File: config.mk
export PLATFORM = sky130hd
export DESIGN_NAME = field_limit_counter
export DESIGN_NICKNAME = d
export VERILOG_FILES = /design/src/rtl/field_counter_pkg.sv /design/src/rtl/field_limit_rom.sv /design/src/rtl/field_limit_counter.sv
export SDC_FILE = /design/constraint.sdc
export NUM_CORES = 1
export LEC_CHECK = 0
export BUFFER_PORTS_ARGS = -buffer_cell sky130_fd_sc_hd__buf_4
export CAP_MARGIN = 20
export CORE_MARGIN = 2
export CORE_UTILIZATION = 58
export CTS_BUF_LIST = sky130_fd_sc_hd__clkbuf_4 sky130_fd_sc_hd__clkbuf_8
export DETAILED_ROUTE_END_ITERATION = 10
export PLACE_DENSITY = 0.82
export SYNTH_ARGS = -nofsm -noshare
export SYNTH_HDL_FRONTEND = slang
export SYNTH_SLANG_ARGS = --single-unit
File: constraint.sdc
create_clock -name clk -period 3.7 [get_ports clk]
set_clock_uncertainty 0.15 [all_clocks]
set_input_delay 0.185 -clock clk [delete_from_list [all_inputs] [get_ports clk]]
set_output_delay 0.185 -clock clk [all_outputs]
set_load 0.05 [all_outputs]
File: src/rtl/field_counter_pkg.sv
// Shared definitions for the per-field edit counters: default sizing,
// the per-field wrap limits and the symbolic field indices.
package field_counter_pkg;

  localparam int DEF_N_FIELDS = 9;
  localparam int DEF_W        = 7;
  localparam int N_TABLE      = 9;

  localparam int LIMIT_TABLE [N_TABLE] = '{23, 59, 59, 30, 11, 99, 23, 59, 59};

  typedef enum int {
    F_HOUR   = 0,
    F_MIN    = 1,
    F_SEC    = 2,
    F_DAY    = 3,
    F_MONTH  = 4,
    F_YEAR   = 5,
    F_T_HOUR = 6,
    F_T_MIN  = 7,
    F_T_SEC  = 8
  } field_idx_e;

  // Fields beyond the table are free-running over the full value width.
  function automatic int limit_of(input int idx, input int w);
    if (idx < N_TABLE) return LIMIT_TABLE[idx];
    return (1 << w) - 1;
  endfunction

endpackage

File: src/rtl/field_limit_rom.sv
// Combinational field index to upper-limit decode.
module field_limit_rom
  import field_counter_pkg::*;
#(
  parameter int W  = DEF_W,
  parameter int CW = 4
) (
  input  logic [CW-1:0] i_idx,
  output logic [W-1:0]  o_limit
);

  always_comb o_limit = W'(limit_of(int'(i_idx), W));

endmodule

File: src/rtl/field_limit_counter.sv
// Bank of wrapping per-field edit counters with a cursor, direct load and a
// registered write-strobe; outputs follow registered state one edge after a request.
module field_limit_counter
  import field_counter_pkg::*;
#(
  parameter int  N_FIELDS = DEF_N_FIELDS,
  parameter int  W        = DEF_W,
  localparam int CW       = $clog2(N_FIELDS)
) (
  input  logic                  clk,
  input  logic                  reset_n,
  input  logic                  en,
  input  logic                  up,
  input  logic                  down,
  input  logic                  next,
  input  logic                  prev,
  input  logic                  load,
  input  logic [CW-1:0]         load_idx,
  input  logic [W-1:0]          load_val,
  output logic [CW-1:0]         cursor,
  output logic [W-1:0]          cur_value,
  output logic [W-1:0]          cur_limit,
  output logic [N_FIELDS*W-1:0] values,
  output logic                  changed
);

  for (genvar gi = 0; gi < N_FIELDS; gi++) begin : g_lim_chk
    if (limit_of(gi, W) > (1 << W) - 1) begin : g_bad
      $error("field %0d limit does not fit in W bits", gi);
    end
  end

  logic [W-1:0]  r_values [N_FIELDS];
  logic [CW-1:0] r_cursor;
  logic          r_changed;

  logic [W-1:0]  w_cur_value;
  logic [W-1:0]  w_cur_limit;
  logic [W-1:0]  w_load_limit;
  logic [W-1:0]  w_load_clamped;
  logic [W-1:0]  w_edit_value;
  logic [CW-1:0] w_cursor_nxt;
  logic          w_edit;
  logic          w_move;
  logic          w_load_ok;

  field_limit_rom #(.W(W), .CW(CW)) u_rom_cursor (
    .i_idx   (r_cursor),
    .o_limit (w_cur_limit)
  );

  field_limit_rom #(.W(W), .CW(CW)) u_rom_load (
    .i_idx   (load_idx),
    .o_limit (w_load_limit)
  );

  assign w_cur_value    = r_values[r_cursor];
  assign w_edit         = en & (up ^ down);
  assign w_move         = en & (next ^ prev);
  assign w_load_ok      = load & ({1'b0, load_idx} < (CW+1)'(N_FIELDS));
  assign w_load_clamped = (load_val > w_load_limit) ? w_load_limit : load_val;

  always_comb begin
    w_edit_value = w_cur_value;
    if (up) begin
      w_edit_value = (w_cur_value == w_cur_limit) ? '0 : w_cur_value + 1'b1;
    end else begin
      w_edit_value = (w_cur_value == '0) ? w_cur_limit : w_cur_value - 1'b1;
    end
  end

  always_comb begin
    w_cursor_nxt = r_cursor;
    if (next) begin
      w_cursor_nxt = (r_cursor == CW'(N_FIELDS - 1)) ? '0 : r_cursor + 1'b1;
    end else begin
      w_cursor_nxt = (r_cursor == '0) ? CW'(N_FIELDS - 1) : r_cursor - 1'b1;
    end
  end

  // The load write follows the edit write so a same-field load takes priority.
  always_ff @(posedge clk or negedge reset_n) begin
    if (!reset_n) begin
      for (int i = 0; i < N_FIELDS; i++) r_values[i] <= '0;
      r_cursor  <= '0;
      r_changed <= 1'b0;
    end else begin
      if (w_edit)    r_values[r_cursor] <= w_edit_value;
      if (w_load_ok) r_values[load_idx] <= w_load_clamped;
      if (w_move)    r_cursor <= w_cursor_nxt;
      r_changed <= w_edit | w_load_ok;
    end
  end

  for (genvar gi = 0; gi < N_FIELDS; gi++) begin : g_pack
    assign values[gi*W +: W] = r_values[gi];
  end

  assign cursor    = r_cursor;
  assign cur_value = w_cur_value;
  assign cur_limit = en ? w_cur_limit : '0;
  assign changed   = r_changed;

endmodule

==> results.cfg, run 1 <==
[timing]
slew_headroom_pct = 30.2
rsz0062_at_grt = no
setup_viol = 0
worst_slack_ns = 0.148
finalMaxSlewViolations = 0
fin_crit_sh_pct = 96.0
min_period_ns = 3.55
worst_slew_pin_slew_ns = 1.04
setup_tns_ns = 0
hold_violations = 0
timing.fmax_mhz = 282

[final_layout]
fillers = 677
drive_gt1_share_pct = 27.4
nets = 737
seq_area_mm2 = 0.00170
finalInstanceArea_mm2 = 0.00633
syn_to_final_growth_pct = 25.3
antennaDiodeCount = 0
multi_input_area_mm2 = 0.00313

[detailed_routing]
wl_um = 17700
drt_pre_antenna_iters = 8
drc_errors = 0
final_antenna_net_count = 0
vias = 5445
wl_per_cell_um = 21.8
vias_per_cell = 6.72
dr.first_iter.drc_count = 538

[cts]
cts_buffer_depth = 2
cts-root-buf = clkbuf_8
clkSlewWorstSetupHoldPaths_ns = 0.08
cts.sinks = 68
clkLatencyLatePin_ns = 0.36
numCtsBuffers = 9
cts_tree = done
cts_htree_levels = 3

[worst_setup_path]
crit_top_cell = buf_4
path_cells = buf_4, inv_1, o21ai_0, nand2_1, mux2i_1, o41ai_4, buf_4, nor2_1, nor3_1, a211oi_1
worstSetupPathType = flop to flop
cp_slowest_cell = nor2_1
worst-path-buf-inv = 3
critPathMaxStageDelay_ns = 0.71
cp-start-kind = flop
path_max_fanout = 13
critPathTopFamily = compound AO/OA/AOI/OAI gates
end_kind = flop
cp.required_ns = 3.82
arrival_ns = 3.67

[logic_synthesis]
synth_area_leaders = dfrtp_1, o21ai_0, ha_1
synth_top_family_by_area = compound AO/OA/AOI/OAI gates
synthArstFlopShare_pct = 100
synth-adder-area-share_pct = 4.96
yosys.area_share.simple_pct = 21.0
synth_cell_types = 71
yosys_warnings = 0
synth_nets = 621
yosysMostFrequentCell = dfrtp_1
synth_ff_type = dfrtp_1
ys_seq_area_share_pct = 33.7
yosysTopAreaCellShare_pct = 33.7
synthMuxAreaShare_pct = 8.85
syn_area_mm2 = 0.00505
synth_edf_count = 0
synthCells = 582
yosys_register_bits = 68
synthTopCellsByCount = dfrtp_1, o21ai_0, nand2_1, nand3_1, nor2_1
synthXorXnorAreaFrac_pct = 1.21
yosys.area.top_type = dfrtp_1
syn_avg_cell_area_um2 = 8.67
synth_compound_area_share_pct = 25.8

[placed_design]
globalplace.congestion = 0.937
dp_hpwl_um = 13400
port_buffers = 100
dp_slack_ns = 0.183
post_dp_cell_area_mm2 = 0.00608

[floorplan]
die_area_mm2 = 0.00947
core_mm2 = 0.00859
die_width_um = 97.3
core.rowCount = 34
chipHeight_um = 97.3
io_pins = 101
start_util_pct = 58.8

[grt]
antenna_found_initial = 0
grt_util_all_layers_pct = 37.1
grt_pass1_vias = 5069
grt-ovfl-total = 0
grt_pass1_wl_um = 27600
grt_start_max_net_pins = 69

[worst_hold_path]
hold_class = input port to flop

[outcome]
status = completed

[flow_run]
maxCapViolations = 0
## routing by layer
| layer | GRT usage, % | vias to the layer above | part of all wire [%] |
|---|---|---|---|
| met5 | 0 | - | 0 |
| met4 | 18.7 | 0 | 4.8 |
| met3 | 7.70 | 70 | 9.9 |
| met2 | 60.4 | 377 | 47 |
| met1 | 47.1 | 2592 | 38 |
| li1 | - | 2406 | - |
## cells by family (layout without fill, tap and decap cells)
group           count (synthesis)  count (layout)
compound gates                194             194
xor+xnor                        7               7
fa+ha+maj                      20              20
buf+inv                        51             171
flops                          68              68
mux                            39              39
simple gates                  203             203
## metrics by stage
| stage | utilization, % | instances | hold slack (ns) |
|---|---|---|---|
| after global routing | 73.6 | 810 | 0.0698 |
| after global placement | 70.7 | 792 | 0.192 |
| after detailed placement | 70.7 | 792 | 0.205 |
| after floorplan | - | 582 | -0.261 |
| after CTS | 73.4 | 808 | 0.0374 |
| final | 73.6 | 810 | 0.0745 |
## tightest hold or removal path, stage by stage
cell	delay, ns
buf_4	0.14
nand2_1	0.11
nand2_1	0.11
## worst paths after layout
kind                             from          to  slack (ns)  depth (start not counted)
hold reg to reg            values[36]  values[36]        0.40                          2
hold / removal                   load     changed        0.07                          3
setup reg to reg            cursor[3]  values[58]        0.15                         10
max in group asynchronous     reset_n   cursor[1]        2.41                          2
setup / recovery            cursor[3]  values[58]        0.15                         10
min in group asynchronous     reset_n  values[36]        0.36                          2
## repair_timing
item | 4_1_cts | 5_1_grt
setup endpoints to repair | 0 | 17
hold buffers | 1 | 0
buffers inserted | 0 | 2
hold endpoints to repair | 68 | 0
gates resized for setup | 0 | 0
## placed cells by master, fill, tap and decap left out, drive strengths merged, types with 3 or more instances in the layout
cell type and instances:
o21ai 64, mux2 16, o22ai 27, nand2 47, o21bai 10, inv 18
a21o 5, dfrtp 68, clkbuf 10, a22oi 4, nor3b 4, a31oi 10
buf 137, xor2 4, nand2b 16, o22a 4, o21a 8, nor2 29
o211ai 9, and3 8, ha 20, a211oi 5, nand3 34, o221ai 3
xnor2 3, a21oi 23, mux2i 21, and2 18, nor2b 9, nor3 24
nand4 6
## cell type report
class,count,share of cell area [%]
Inverter,18,1.17
Sequential cell,68,26.9
Clock inverter,5,1.34
Tap cell,108,2.14
Multi-Input combinational cell,463,49.4
Timing Repair Buffer,138,16.8
Clock buffer,10,2.18
## registers in the layout, summed over array words and instances, names as in the netlist
name,count
cursor,4
values,63
changed,1
Power of run 1 is left out: the tool's default activity adds up to more than one toggle a clock period on the data nets, which glitch-free logic cannot reach.
==> inputs of run 2 (changes only) <==
Settings changed: ABC_AREA set to 1.
==> run 2 against run 1 <==
Effect of this change:
- hold slack worse by 0.058 ns
- first-iteration DRC count rose by 15%
- die area is 2.2% higher
- synthesized cell count rose by 39%
==> results.cfg, run 2 <==
[outcome]
status = completed

[final_layout]
final_common_cell = nand2_1
antennaDiodeCount = 0
largest_reg_flops = 63
drive_gt1_share_pct = 17.4
nets = 964
final_cell_mix = nand2_1, a21oi_1, buf_4
syn_to_final_growth_pct = 22.1

[worst_setup_path]
cp.required_ns = 3.83
cp_slowest_cell = dfrtp_1
r2r-start = cursor[0]
r2r_end = values[42]
critPathMaxStageDelay_ns = 0.41
crit_top_cell = nand2_1
path_cells = inv_2, buf_4, nand2_1, nand3_1, nand2_1, nand2_1, nand3_1, inv_1, ha_1, inv_1, nor2_1, nand3_2, a21oi_2, o21ai_1, nand2_2, nand2_1, a21oi_1
worstSetupPathType = flop to flop
arrival_ns = 3.35
end_kind = flop
rr_worst_depth = 17
critPathTopFamily = simple AND/OR/NAND/NOR gates
path_max_fanout = 24
worst-path-buf-inv = 4
cp-start-kind = flop
r2r_setup_slack_ns = 0.48

[detailed_routing]
dr.first_iter.drc_count = 620
wl_um = 17800
vias = 6081
wl_per_cell_um = 17.1
drc_errors = 0
drt_pre_antenna_iters = 7
vias_per_cell = 5.86
final_antenna_net_count = 0

[floorplan]
core.rowCount = 34
core_mm2 = 0.00868
die_width_um = 98.4
io_pins = 101
start_util_pct = 59.5
chipHeight_um = 98.4
die_area_mm2 = 0.00968

[grt]
grt-ovfl-total = 0
antenna_found_initial = 0
grt_pass1_wl_um = 27900
grt_start_max_net_pins = 69
grt_pass1_vias = 5430
grt_util_all_layers_pct = 36.6

[cts]
cts.sinks = 68
numCtsBuffers = 9
cts_tree = done
cts.repair.resized = 0
clkSlewWorstSetupHoldPaths_ns = 0.09
cts_htree_levels = 3
postCtsSetupBuffers = 0
cts-root-buf = clkbuf_8
clkLatencyLatePin_ns = 0.37
cts_buffer_depth = 2

[logic_synthesis]
yosys.area.top_type = dfrtp_1
syn_avg_cell_area_um2 = 6.38
synth_ff_type = dfrtp_1
synthCells = 810
yosysTopAreaCellShare_pct = 32.9
synthArstFlopShare_pct = 100
ys_seq_area_share_pct = 32.9
synth_nets = 849
synth_edf_count = 0
synth_area_leaders = dfrtp_1, nand2_1, a21oi_1
yosys_warnings = 0
synthTopCellsByCount = nand2_1, a21oi_1, nor2_1, inv_1, dfrtp_1
synth_cell_types = 36
yosys_register_bits = 68
syn_area_mm2 = 0.00516
yosysMostFrequentCell = nand2_1

[worst_hold_path]
worstHoldStart = next
hold_class = input port to flop
worstHoldEndpoint = cursor[3]
hold-path-cell-count = 4

[flow_run]
maxCapViolations = 0

[timing]
min_period_ns = 3.22
fin_crit_sh_pct = 86.9
setup_viol = 0
timing.fmax_mhz = 311
hold_violations = 0
finalMaxSlewViolations = 0
worst_slew_pin_slew_ns = 0.904
rsz0062_at_grt = no
setup_tns_ns = 0
slew_headroom_pct = 39.8

[placed_design]
globalplace.congestion = 1.04
port_buffers = 100
dp_hpwl_um = 12900
## run 2: cell count changes in the layout (fill, tap and decap cells not counted), moves of 21 or more
cell     delta
o22ai_1    -26
nand2_1   +174
a21oi_1   +102
nor2_1     +83
inv_1      +95
mux2i_1    -21
o21ai_0    -31
## run 2: cell families after synthesis
kind of cell | share of synthesized area, %
simple gates | 34.9
flops | 32.9
fa+ha+maj | 4.84
compound gates | 16.4
xor+xnor | 0.678
buf+inv | 10.2
## run 2: through the flow
stage          instances  instance area (um2)  setup WS (ns)  hold slack (ns)  utilization (%)
2_1_floorplan        810                 5160          0.330           -0.261                -
3_3_place_gp        1021                 6090          0.753            0.199             70.2
4_1_cts             1038                 6310          0.571           0.0232             72.7
5_1_grt             1038                 6310          0.178           0.0748             72.7
3_5_place_dp        1021                 6090          0.597            0.200             70.2
6_report            1038                 6310          0.484           0.0166             72.7
## run 2: routing by layer
metal / global-route usage, % / wire length (um) / vias to the layer above
met3: 5.80 / 1950 / 80
li1: - / - / 2826
met4: 18.4 / 893 / 0
met1: 50.1 / 6970 / 2754
met2: 56.4 / 7970 / 421
met5: 0 / 0 / -
## run 2: tightest hold or removal path, stage by stage
cell and delay [ns]:
buf_4 0.12, nand2_1 0.05, nand3_1 0.06, o21ai_0 0.07
## run 2: repair_timing
| action | CTS | global route |
|---|---|---|
| hold buffers | 1 | 0 |
| hold endpoints to repair | 68 | 0 |
| setup endpoints to repair | 0 | 0 |
## run 2: worst max-delay path by stage
stage | start | endpoint | slack [ns] | cells after the start
after floorplan | cursor[0] | values[28] | 0.33 | 17
after global placement | load_idx[0] | values[23] | 0.75 | 17
after detailed placement | cursor[0] | values[10] | 0.60 | 16
after CTS | cursor[0] | values[10] | 0.57 | 16
after global routing | cursor[0] | values[11] | 0.18 | 18
final | cursor[0] | values[42] | 0.48 | 17
## run 2: layout make-up
class                   count  area, um2
multi-input cells         612       2930
fillers                   717       2370
flip-flops and latches     68       1700
repair buffers            120        903
inverters                 114        428
well taps                 108        135
clock buffers               9        124
clock inverters             7       80.1
Power of run 2 is left out for the same reason.
==> inputs of run 3 (changes only) <==
Settings changed: CORE_UTILIZATION 58 to 55, PLACE_DENSITY 0.82 to 0.79.
==> run 3 against run 2 <==
Effect of this change:
- global-route usage increased by 0.074 points
- die area grew 5.2%
- first-iteration DRC count shrank 12%
- highest routed layer unchanged
- non-clock buffer count stayed put
- critical endpoint is now values[26]
- register-to-register slack lost 0.05 ns
- count of clock-buffer cells in the layout stayed put
==> results.cfg, run 3 (synthesis gave the netlist of run 2 again) <==
[outcome]
status = completed

[floorplan]
die_area_mm2 = 0.0102
die_width_um = 101
start_util_pct = 56.2
core_mm2 = 0.00920
core.rowCount = 35
chipHeight_um = 101
io_pins = 101

[worst_setup_path]
path_max_fanout = 12
cp-start-kind = flop
r2r_setup_slack_ns = 0.44
end_kind = flop
worstSetupPathType = flop to flop
arrival_ns = 3.38
cp.required_ns = 3.82

[flow_run]
maxCapViolations = 0

[grt]
antenna_found_initial = 0
grt_start_max_net_pins = 69
grt_util_all_layers_pct = 36.7
grt_pass1_vias = 5625
grt_pass1_wl_um = 28700
grt-ovfl-total = 0

[placed_design]
dp_hpwl_um = 13400
globalplace.congestion = 1.01
port_buffers = 100

[detailed_routing]
drt_pre_antenna_iters = 6
wl_um = 18200
final_antenna_net_count = 0
vias = 6019
drc_errors = 0
wl_per_cell_um = 17.5
vias_per_cell = 5.79
dr.first_iter.drc_count = 543

[cts]
cts.sinks = 68
numCtsBuffers = 9
cts_hold_buffers = 1
postCtsSetupBuffers = 0
cts.repair.resized = 0
clkLatencyLatePin_ns = 0.36
cts-root-buf = clkbuf_8
cts_tree = done
cts_buffer_depth = 2
cts_htree_levels = 3
clkSlewWorstSetupHoldPaths_ns = 0.08

[final_layout]
syn_to_final_growth_pct = 21.4
antennaDiodeCount = 0
fillers = 837
final_cell_mix = nand2_1, a21oi_1, buf_4
nets = 964
drive_gt1_share_pct = 17.3
largest_reg_flops = 63
final_common_cell = nand2_1

[timing]
setup_tns_ns = 0
min_period_ns = 3.26
fin_crit_sh_pct = 88.2
setup_viol = 0
worst_slew_pin_slew_ns = 0.904
hold_violations = 0
slew_headroom_pct = 39.7
timing.fmax_mhz = 306
finalMaxSlewViolations = 0
rsz0062_at_grt = no

[worst_hold_path]
hold_class = input port to flop
run 3: cell types whose count changed in the layout (fill, tap and decap cells not counted), sizes merged:
cell    delta
inv        -4
bufinv     -1
clkinv     +4
run 3: metrics by stage:
step	utilization (%)	hold WS (ns)	instance area, um2	worst slack, ns	std cells
after floorplan	-	-0.261	5160	0.330	810
after global placement	66.3	0.199	6100	0.602	1024
after detailed placement	66.3	0.209	6100	0.535	1024
after CTS	68.2	0.0220	6270	0.498	1040
after global routing	68.2	0.0679	6270	0.201	1040
final	68.2	0.0424	6270	0.436	1040
run 3: cell type report:
type	instances	area, um2	area share, %
Multi-Input combinational cell	612	2930	46.8
Sequential cell	68	1700	27.1
Timing Repair Buffer	120	903	14.4
Inverter	114	428	6.82
Tap cell	111	139	2.21
Clock buffer	9	124	1.97
Clock inverter	6	42.5	0.678
run 3: path summary, 6_finish.rpt:
path	from	endpoint	cells past startpoint
worst max-delay path	cursor[1]	values[26]	16
max in group asynchronous	reset_n	values[34]	2
min in group asynchronous	reset_n	values[62]	2
worst max register to register	cursor[1]	values[26]	16
worst min register to register	values[18]	values[18]	2
worst min-delay path	next	cursor[3]	4
run 3: metal layers:
metal	global-route usage (%)	vias to the layer above	wire, um
li1	-	2820	-
met3	5.55	49	1780
met2	58.3	389	8430
met4	14.6	0	601
met5	0	-	0
met1	50.3	2761	7390
run 3: worst max-delay path, cell delays in order, from the launching register on:
cell	delay (ns)
dfrtp_1	0.40
inv_1	0.37
nand3_1	0.15
nor2_2	0.27
nand2_1	0.18
nand3_2	0.20
inv_1	0.17
ha_1	0.24
inv_1	0.05
nor2_1	0.05
nand3_2	0.19
nor2_1	0.07
nor2_1	0.09
nand2_1	0.08
nand2_2	0.26
nand2_1	0.09
a21oi_1	0.15
Power of run 3 is left out for the same reason.
